File: src/rtl/ace_pkg.sv
// rtl/ace_pkg.sv - shared CCU types for the exclusive-access monitor
// Contents:
//   am_op_e     : atomic-manager event op carried with each monitor event
//   AmStatWidth : width of the optional pass/fail statistics counters
package ace_pkg;

   typedef enum logic [1:0] {
      AM_NOP      = 2'b00,
      AM_LOAD_EX  = 2'b01,
      AM_STORE_EX = 2'b10,
      AM_STORE    = 2'b11
   } am_op_e;

   localparam int unsigned AmStatWidth = 16;

endpackage

File: src/rtl/ace_ccu_excl_resv.sv
// rtl/ace_ccu_excl_resv.sv - single exclusive reservation entry (valid + line tag)
// Ports:
//   clk_i, rst_ni : clock, synchronous active-low reset
//   set_i         : take a reservation on tag_i (wins over clr_i)
//   clr_i         : drop the reservation
//   tag_i         : broadcast line index; loaded on set, compared for match
//   valid_o       : reservation live
//   tag_o         : registered line index
//   match_o       : valid_o & (tag_o == tag_i)
module ace_ccu_excl_resv #(
   parameter int unsigned AmAddrWidth = 8
) (
   input  logic                   clk_i,
   input  logic                   rst_ni,
   input  logic                   set_i,
   input  logic                   clr_i,
   input  logic [AmAddrWidth-1:0] tag_i,
   output logic                   valid_o,
   output logic [AmAddrWidth-1:0] tag_o,
   output logic                   match_o
);

   logic                   valid_d, valid_q;
   logic [AmAddrWidth-1:0] tag_d, tag_q;

   always_comb begin
      valid_d = valid_q;
      tag_d   = tag_q;
      if (set_i) begin
         valid_d = 1'b1;
         tag_d   = tag_i;
      end else if (clr_i) begin
         valid_d = 1'b0;
      end
   end

   always_ff @(posedge clk_i) begin
      if (!rst_ni) begin
         valid_q <= 1'b0;
         tag_q   <= '0;
      end else begin
         valid_q <= valid_d;
         tag_q   <= tag_d;
      end
   end

   assign valid_o = valid_q;
   assign tag_o   = tag_q;
   assign match_o = valid_q && (tag_q == tag_i);

endmodule

File: src/rtl/ace_ccu_excl_monitor.sv
// rtl/ace_ccu_excl_monitor.sv - per-slave-port exclusive-access monitor with registered verdict
// Optional feature macro: ACE_CCU_EXCL_MON_STATS_EN (adds saturating STORE_EX pass/fail counters)
// Ports:
//   clk_i, rst_ni            : clock, synchronous active-low reset
//   ex_valid_i / ex_ready_o  : event handshake (op, line index, issuing port)
//   ex_op_i, ex_addr_i, ex_id_i
//   resp_valid_o / resp_ready_i : verdict handshake, one verdict per accepted event
//   resp_exokay_o, resp_id_o : exclusive success flag, echoed issuing port
//   resv_valid_o             : live reservation bitmap
//   stat_pass_o, stat_fail_o : (macro only) STORE_EX pass/fail counts
module ace_ccu_excl_monitor
   import ace_pkg::*;
#(
   parameter int unsigned NoSlvPorts  = 4,
   parameter int unsigned AmAddrWidth = 8,
   parameter int unsigned IdWidth     = (NoSlvPorts > 1) ? $clog2(NoSlvPorts) : 1
) (
   input  logic                   clk_i,
   input  logic                   rst_ni,
   input  logic                   ex_valid_i,
   output logic                   ex_ready_o,
   input  logic [1:0]             ex_op_i,
   input  logic [AmAddrWidth-1:0] ex_addr_i,
   input  logic [IdWidth-1:0]     ex_id_i,
   output logic                   resp_valid_o,
   input  logic                   resp_ready_i,
   output logic                   resp_exokay_o,
   output logic [IdWidth-1:0]     resp_id_o,
`ifdef ACE_CCU_EXCL_MON_STATS_EN
   output logic [AmStatWidth-1:0] stat_pass_o,
   output logic [AmStatWidth-1:0] stat_fail_o,
`endif
   output logic [NoSlvPorts-1:0]  resv_valid_o
);

   am_op_e                 op;
   logic                   accept;
   logic                   id_ok;
   logic                   own_hit;
   logic                   pass;
   logic [NoSlvPorts-1:0]  id_sel;
   logic [NoSlvPorts-1:0]  set_vec, clr_vec;
   logic [NoSlvPorts-1:0]  valid_vec, match_vec;
   logic [AmAddrWidth-1:0] tag_vec [NoSlvPorts];

   logic                   resp_valid_d, resp_valid_q;
   logic                   resp_exokay_d, resp_exokay_q;
   logic [IdWidth-1:0]     resp_id_d, resp_id_q;

   assign op     = am_op_e'(ex_op_i);
   // Output register frees up whenever it is empty or being popped this cycle.
   assign ex_ready_o = !resp_valid_q || resp_ready_i;
   assign accept     = ex_valid_i && ex_ready_o;

   for (genvar k = 0; k < NoSlvPorts; k++) begin : g_resv
      ace_ccu_excl_resv #(
         .AmAddrWidth (AmAddrWidth)
      ) i_resv (
         .clk_i   (clk_i),
         .rst_ni  (rst_ni),
         .set_i   (set_vec[k]),
         .clr_i   (clr_vec[k]),
         .tag_i   (ex_addr_i),
         .valid_o (valid_vec[k]),
         .tag_o   (tag_vec[k]),
         .match_o (match_vec[k])
      );
   end

   // Decode the issuer one-hot; an id beyond NoSlvPorts decodes to nothing,
   // which makes the event a table no-op with a failing verdict.
   always_comb begin
      id_sel  = '0;
      own_hit = 1'b0;
      for (int k = 0; k < NoSlvPorts; k++) begin
         if (ex_id_i == IdWidth'(k)) begin
            id_sel[k] = 1'b1;
            own_hit   = valid_vec[k] && (tag_vec[k] == ex_addr_i);
         end
      end
      id_ok = |id_sel;
   end

   assign pass = id_ok && (op == AM_STORE_EX) && own_hit;

   // Broadcast clears hit every matching entry at once; a failing STORE_EX
   // only drops the issuer's own reservation.
   always_comb begin
      set_vec = '0;
      clr_vec = '0;
      if (accept && id_ok) begin
         unique case (op)
            AM_LOAD_EX:  set_vec = id_sel;
            AM_STORE_EX: clr_vec = pass ? match_vec : id_sel;
            AM_STORE:    clr_vec = match_vec;
            default:     ;
         endcase
      end
   end

   always_comb begin
      resp_valid_d  = resp_valid_q;
      resp_exokay_d = resp_exokay_q;
      resp_id_d     = resp_id_q;
      if (accept) begin
         resp_valid_d  = 1'b1;
         resp_exokay_d = pass || (id_ok && (op == AM_LOAD_EX));
         resp_id_d     = ex_id_i;
      end else if (resp_ready_i) begin
         resp_valid_d  = 1'b0;
      end
   end

   always_ff @(posedge clk_i) begin
      if (!rst_ni) begin
         resp_valid_q  <= 1'b0;
         resp_exokay_q <= 1'b0;
         resp_id_q     <= '0;
      end else begin
         resp_valid_q  <= resp_valid_d;
         resp_exokay_q <= resp_exokay_d;
         resp_id_q     <= resp_id_d;
      end
   end

   assign resp_valid_o  = resp_valid_q;
   assign resp_exokay_o = resp_exokay_q;
   assign resp_id_o     = resp_id_q;
   assign resv_valid_o  = valid_vec;

`ifdef ACE_CCU_EXCL_MON_STATS_EN
   logic [AmStatWidth-1:0] stat_pass_d, stat_pass_q;
   logic [AmStatWidth-1:0] stat_fail_d, stat_fail_q;

   always_comb begin
      stat_pass_d = stat_pass_q;
      stat_fail_d = stat_fail_q;
      if (accept && (op == AM_STORE_EX)) begin
         if (pass) begin
            if (stat_pass_q != '1) stat_pass_d = stat_pass_q + 1'b1;
         end else begin
            if (stat_fail_q != '1) stat_fail_d = stat_fail_q + 1'b1;
         end
      end
   end

   always_ff @(posedge clk_i) begin
      if (!rst_ni) begin
         stat_pass_q <= '0;
         stat_fail_q <= '0;
      end else begin
         stat_pass_q <= stat_pass_d;
         stat_fail_q <= stat_fail_d;
      end
   end

   assign stat_pass_o = stat_pass_q;
   assign stat_fail_o = stat_fail_q;
`endif

endmodule

File: config.mk
export PLATFORM = sky130hd
export DESIGN_NAME = ace_ccu_excl_monitor
export DESIGN_NICKNAME = d
export VERILOG_FILES = /design/src/rtl/ace_pkg.sv /design/src/rtl/ace_ccu_excl_resv.sv /design/src/rtl/ace_ccu_excl_monitor.sv
export SDC_FILE = /design/constraint.sdc
export NUM_CORES = 1
export LEC_CHECK = 0
export BUFFER_PORTS_ARGS = -buffer_cell sky130_fd_sc_hd__buf_2
export CORE_MARGIN = 3
export CORE_UTILIZATION = 55
export CTS_BUF_LIST = sky130_fd_sc_hd__clkbuf_8
export CTS_CLUSTER_SIZE = 8
export DETAILED_ROUTE_END_ITERATION = 16
export GPL_TIMING_DRIVEN = 0
export PLACE_DENSITY = 0.73
export SLEW_MARGIN = 20
export SYNTH_ARGS = -nofsm -noshare
export SYNTH_HDL_FRONTEND = slang
export SYNTH_HIERARCHICAL = 1
export SYNTH_SLANG_ARGS = --single-unit
File: constraint.sdc
create_clock -name clk_i -period 2 [get_ports clk_i]
set_input_delay 0.4 -clock clk_i [delete_from_list [all_inputs] [get_ports clk_i]]
set_output_delay 0.4 -clock clk_i [all_outputs]
set_load 0.02 [all_outputs]
# After elaboration in Yosys (flattened, before gate mapping)
# Index checks and enable logic that the tools add are counted.
dict set report classes {
  n_mul 0
  magnitude_cmp 0
  add_sub_neg 0
  reduce_logical 19
  div 0
  mux 23
  n_shift 0
  n_eq_ne 10
  bitwise 0
}
# cell n
set ops {}
lappend ops {{$eq A8 B8 Y1} 4}
lappend ops {{$mux W1} 18}
lappend ops {{$mux W4} 4}
lappend ops {{$reduce_bool A2 Y1} 5}
lappend ops {{$logic_and A1 B1 Y1} 9}
lappend ops {{$eq A2 B2 Y1 const B} 4}
lappend ops {{$pmux W4 S2} 1}
lappend ops {{$eq A2 B1 Y1 const B} 2}
lappend ops {{$reduce_or A4 Y1} 1}
lappend ops {{$logic_not A2 Y1} 1}
lappend ops {{$logic_or A1 B1 Y1} 2}
lappend ops {{$logic_not A1 Y1} 1}
dict set report totals {
  regBits 40
  mem_bits_ro 0
  latchBits 0
  mem_count 0
  input_bits 16
  ramBits 0
}

# Longest topological paths before layout
dict set report logic_depth {
  ltp_word 12
  ltp_mapped 8
  mapped_depth_nobuf 8
}

# Modules after synthesis
# The synthesis kept the hierarchy.
# module area_each_um2 n_inst cells_per_inst
set by_module_without_submodules {}
lappend by_module_without_submodules {ace_ccu_excl_resv 430.4 4 40}
lappend by_module_without_submodules {ace_ccu_excl_monitor 703.2 1 92}

# Least setup slack after synthesis
# No wires, ideal clock.
dict set report synth_timing {
  path_type {input to register}
  from {input resp_ready_i}
  to {register g_resv[1].i_resv.tag_q[0]}
  t_arrival_ps 1758
  setup_time_ps 116
  slack_ps 126
  cell_stages 8
  cell_sequence {nand2b_1 -> and2_1 -> clkbuf_1 -> nand2_1 -> nor3b_1 -> buf_6 -> mux2i_1 -> nor2b_1}
}
dict set report synth_via {
  elab_chain_len 4
}
# element line_no
set synth_lines {}
lappend synth_lines {{start: declaration} ace_ccu_excl_monitor.sv:26} ;# input logic resp_ready_i,
lappend synth_lines {{$logic_or A1 B1 Y1} ace_ccu_excl_monitor.sv:52} ;# assign ex_ready_o = !resp_valid_q || resp_ready_i;
lappend synth_lines {{$logic_and A1 B1 Y1} ace_ccu_excl_monitor.sv:53} ;# assign accept = ex_valid_i && ex_ready_o;
lappend synth_lines {{$logic_and A1 B1 Y1} ace_ccu_excl_monitor.sv:91} ;# if (accept && id_ok) begin
lappend synth_lines {{$mux W4} ace_ccu_excl_monitor.sv:91}
lappend synth_lines {{via set_vec[1]} ace_ccu_excl_monitor.sv:42} ;# logic [NoSlvPorts-1:0] set_vec, clr_vec;
lappend synth_lines {{end signal: assignment} ace_ccu_excl_resv.sv:43} ;# tag_q <= tag_d;
lappend synth_lines {{end: declaration} ace_ccu_excl_resv.sv:24} ;# logic [AmAddrWidth-1:0] tag_d, tag_q;
# The timed path passes the listed nets, and every way through them passes these cells.
# A chain may end at the register's enable or synchronous reset.

# Worst setup path after layout
dict set report layout_timing {
  from {register g_resv[0].i_resv.tag_q[1]}
  to {register g_resv[2].i_resv.valid_q}
}
dict set report layout_via {
  elab_chain_len 11
}
# element line_no
set layout_lines {}
lappend layout_lines {{start: declaration} ace_ccu_excl_resv.sv:24}
lappend layout_lines {{start signal: assignment} ace_ccu_excl_resv.sv:43}
lappend layout_lines {{$eq A8 B8 Y1} ace_ccu_excl_monitor.sv:78} ;# own_hit = valid_vec[k] && (tag_vec[k] == ex_addr_i);
lappend layout_lines {{$logic_and A1 B1 Y1} ace_ccu_excl_monitor.sv:78}
lappend layout_lines {{$mux W1 (4 in a row)} ace_ccu_excl_monitor.sv:76} ;# if (ex_id_i == IdWidth'(k)) begin
lappend layout_lines {{$logic_and A1 B1 Y1} ace_ccu_excl_monitor.sv:84} ;# assign pass = id_ok && (op == AM_STORE_EX) && own_hit;
lappend layout_lines {{$mux W4} ace_ccu_excl_monitor.sv:94} ;# AM_STORE_EX: clr_vec = pass ? match_vec : id_sel;
lappend layout_lines {{$pmux W4 S2} ace_ccu_excl_monitor.sv:92} ;# unique case (op)
lappend layout_lines {{$mux W4} ace_ccu_excl_monitor.sv:91}
lappend layout_lines {{via clr_vec[2]} ace_ccu_excl_monitor.sv:42}
lappend layout_lines {{$reduce_bool A2 Y1 (no source line)} -}
lappend layout_lines {{end signal: assignment} ace_ccu_excl_resv.sv:42} ;# valid_q <= valid_d;
lappend layout_lines {{end: declaration} ace_ccu_excl_resv.sv:23} ;# logic valid_d, valid_q;
# The timed path passes the listed nets, and every way through them passes these cells.

==> flow_summary.ini <==
[synth]
syn_area_um2 = 2420
synth_cells = 252
yosys_warnings = 6
syn_nets = 268
ys_seq_area_frac = 0.330
async_flop_share = 0
synth-main-ff-cell = dfxtp_1
synth.area.top_cells = dfxtp_1 (33%), mux2i_1 (14%), xnor2_1 (12%)
synth_area_leader_cell = dfxtp_1
synth_edf_count = 0
yosys.area.top_type_share = 0.330
syn_avg_cell_area_um2 = 9.62
ys_types = 32
synth_seq_cells = 40

[routing]
drt-total-wl_mm = 4.89
wl_per_cell_um = 14.7
drt-initial-drc-count = 89
num_vias = 1814
dr.pass1.iters = 5
viasPerCell = 5.45
drc = 0
drtAntennaViolNets = 0

[setup_path]
worstPathArrival_ns = 2.21
worstReg2RegStart = g_resv[0].i_resv/tag_o[1]
rr_worst_depth = 9
cp.required_ns = 2.19
cp-start-kind = flip-flop
path_class = reg2reg
worstSetupStartpoint = g_resv[0].i_resv/tag_o[1]
cp-end-kind = flip-flop
r2r_end = g_resv[2].i_resv/valid_o
slowest_stage = dfxtp_1
cpPeakStageDelay_ns = 0.34
r2r_slack_ns = -0.02
cp_max_fo = 3
path_cells = xor2_1 -> nor4_2 -> a41oi_2 -> a211oi_2 -> buf_4 -> nand3_2 -> a31oi_2 -> nor2b_1 -> o21a_1

[place]
hpwl_mm = 3.18
dpl_worst_slack_ns = -0.336
port_buffers = 21
place_congestion = 0.806

[sta]
slew_viol_final = 0
worst_slack_ns = -0.0233
hold_viol_final = 0
fmax_mhz = 494
tightest_slew_ns = 0.581
finalWorstPathRequiredPeriod_ns = 2.02
tns_ns = -0.0233
setup_viol = 1
fin_skew_ns = 0.00926
max_slew_margin = 0.613
rsz0062_at_grt = true
fin_crit_sh = 1.01

[layout]
final_common_cell = nor2b_1
final_layout_size_suffix_gt1_frac = 0.177
fillers = 366
mostFrequentLayoutCells = nor2b_1 (39), dfxtp_1 (38), xnor2_1 (34), mux2i_1 (34), xor2_1 (30)
area_growth_syn_to_layout_pct = 14.7
insertedDiodeCount = 0
nets = 298

[clock_network]
numCtsBuffers = 5
clk_latency_ns = 0.29
clk_pin_slew_ns = 0.08
cts_max_path_buffers = 2
cts_root_buf = clkbuf_8
cts-htree-levels = 2
hold_buffers = 0
cts.sinks = 40
cts_tree = done

[hold_path]
min_to = resp_valid_o
hold_path.class = in2reg
hold_depth = 3
hold_start = ex_valid_i

[die]
rows = 23
die_area_um2 = 5240
chipHeight_um = 72.4
initial_core_util = 0.589
ioPinCount = 25
core_area_um2 = 4120
die_x_um = 72.4

[outcome]
status = complete, but fails checks
violations = negative setup slack

[job]
max_cap_violations = 0

[power]
power_density_nw_per_um2 = 643
leakagePower_nw = 0.939
ir_drop_v = 0.000368

[grt]
antenna_found_initial = 0
gr-total-overflow = 0
grtUsageTotal = 0.203
grt_max_degree = 41
grt_pass1_wl_mm = 8.25
grt_pass1_vias = 1758
per-stage QoR:
step | utilization | total power [mW] | area [um^2] | cells | hold slack, ns
floorplan | - | 0.986 | 2420 | 252 | 0.518
global placement | 0.630 | 1.07 | 2590 | 323 | 0.490
detailed placement | 0.630 | 1.07 | 2590 | 323 | 0.498
CTS | 0.666 | 1.80 | 2740 | 333 | 0.356
global route | 0.676 | 1.86 | 2780 | 333 | 0.367
finish | 0.676 | 1.79 | 2780 | 333 | 0.361
cells by family after synthesis:
kind of cell              share of synthesized area
and+or+nand+nor                               0.215
buffers and inverters                        0.0294
muxes                                         0.140
AOI/OAI and AO/OA                            0.0542
DFF                                           0.330
xor gates and xnor gates                      0.231
worst max path at each step:
stage	to	slack (ns)
after global placement	g_resv[2].i_resv/valid_o	-0.33
after global routing	g_resv[2].i_resv/valid_o	-0.13
after floorplan	g_resv[1].i_resv/tag_o[0]	0.13
after detailed placement	g_resv[2].i_resv/valid_o	-0.34
final	g_resv[2].i_resv/valid_o	-0.02
after CTS	g_resv[2].i_resv/valid_o	0.001
metal layers:
layer	up-vias	global-route usage	wire length, um
met5	-	0	0
met4	0	0.0840	121
met1	836	0.257	2350
met2	42	0.330	2180
li1	924	-	-
met3	12	0.0485	230
Yosys cell counts, types with 2 or more instances:
library cell,n
xor2_1,30
mux2i_1,34
a31oi_1,2
a22oi_1,2
nand2_1,8
o21a_1,4
nor4_1,3
dfxtp_1,40
nor3b_1,3
nor3_1,7
buf_6,5
a21oi_1,5
nand2b_1,4
nor3_2,4
nand3_1,7
nor2b_1,39
clkbuf_1,2
nor2_1,2
nand4_1,5
xnor2_1,34
critical path, delay by kind of cell (launching register included):
kind,cells,cell delay (ns)
XOR/XNOR,1,0.16
buffers and inverters,1,0.16
AND/OR/NAND/NOR,3,0.47
flip-flops,1,0.34
AO/OA/AOI/OAI,4,0.79
registers in the layout, summed over array words and instances, names as in the netlist:
name	cells
g_resv.i_resv/tag_o	32
resp_exokay_o	1
resp_valid_o	1
g_resv.i_resv/valid_o	4
resp_id_o	2
layout make-up:
| class | count | area [um^2] | area share |
|---|---|---|---|
| repair buffers | 23 | 133 | 0.0477 |
| clock inverters | 1 | 30.0 | 0.0108 |
| well taps | 50 | 62.6 | 0.0225 |
| multi-input cells | 203 | 1590 | 0.570 |
| clock buffers | 7 | 96.3 | 0.0346 |
| flip-flops and latches | 40 | 803 | 0.289 |
| inverters | 1 | 3.75 | 0.00135 |
| plain buffers | 8 | 67.6 | 0.0243 |
power by group:
group          leakage [nW]  switching (mW)  internal, mW
clock network        0.0645           0.282         0.440
registers             0.325          0.0124         0.810
logic                 0.550           0.136         0.106
total                 0.939           0.431          1.36
timing repair:
item                                    4_1_cts  5_1_grt
endpoints found under the setup margin        4        4
pin swaps                                     1        8
setup buffers                                 2        0
resized for setup                             2       12
Note: power is estimated with default switching activity, not from simulation.
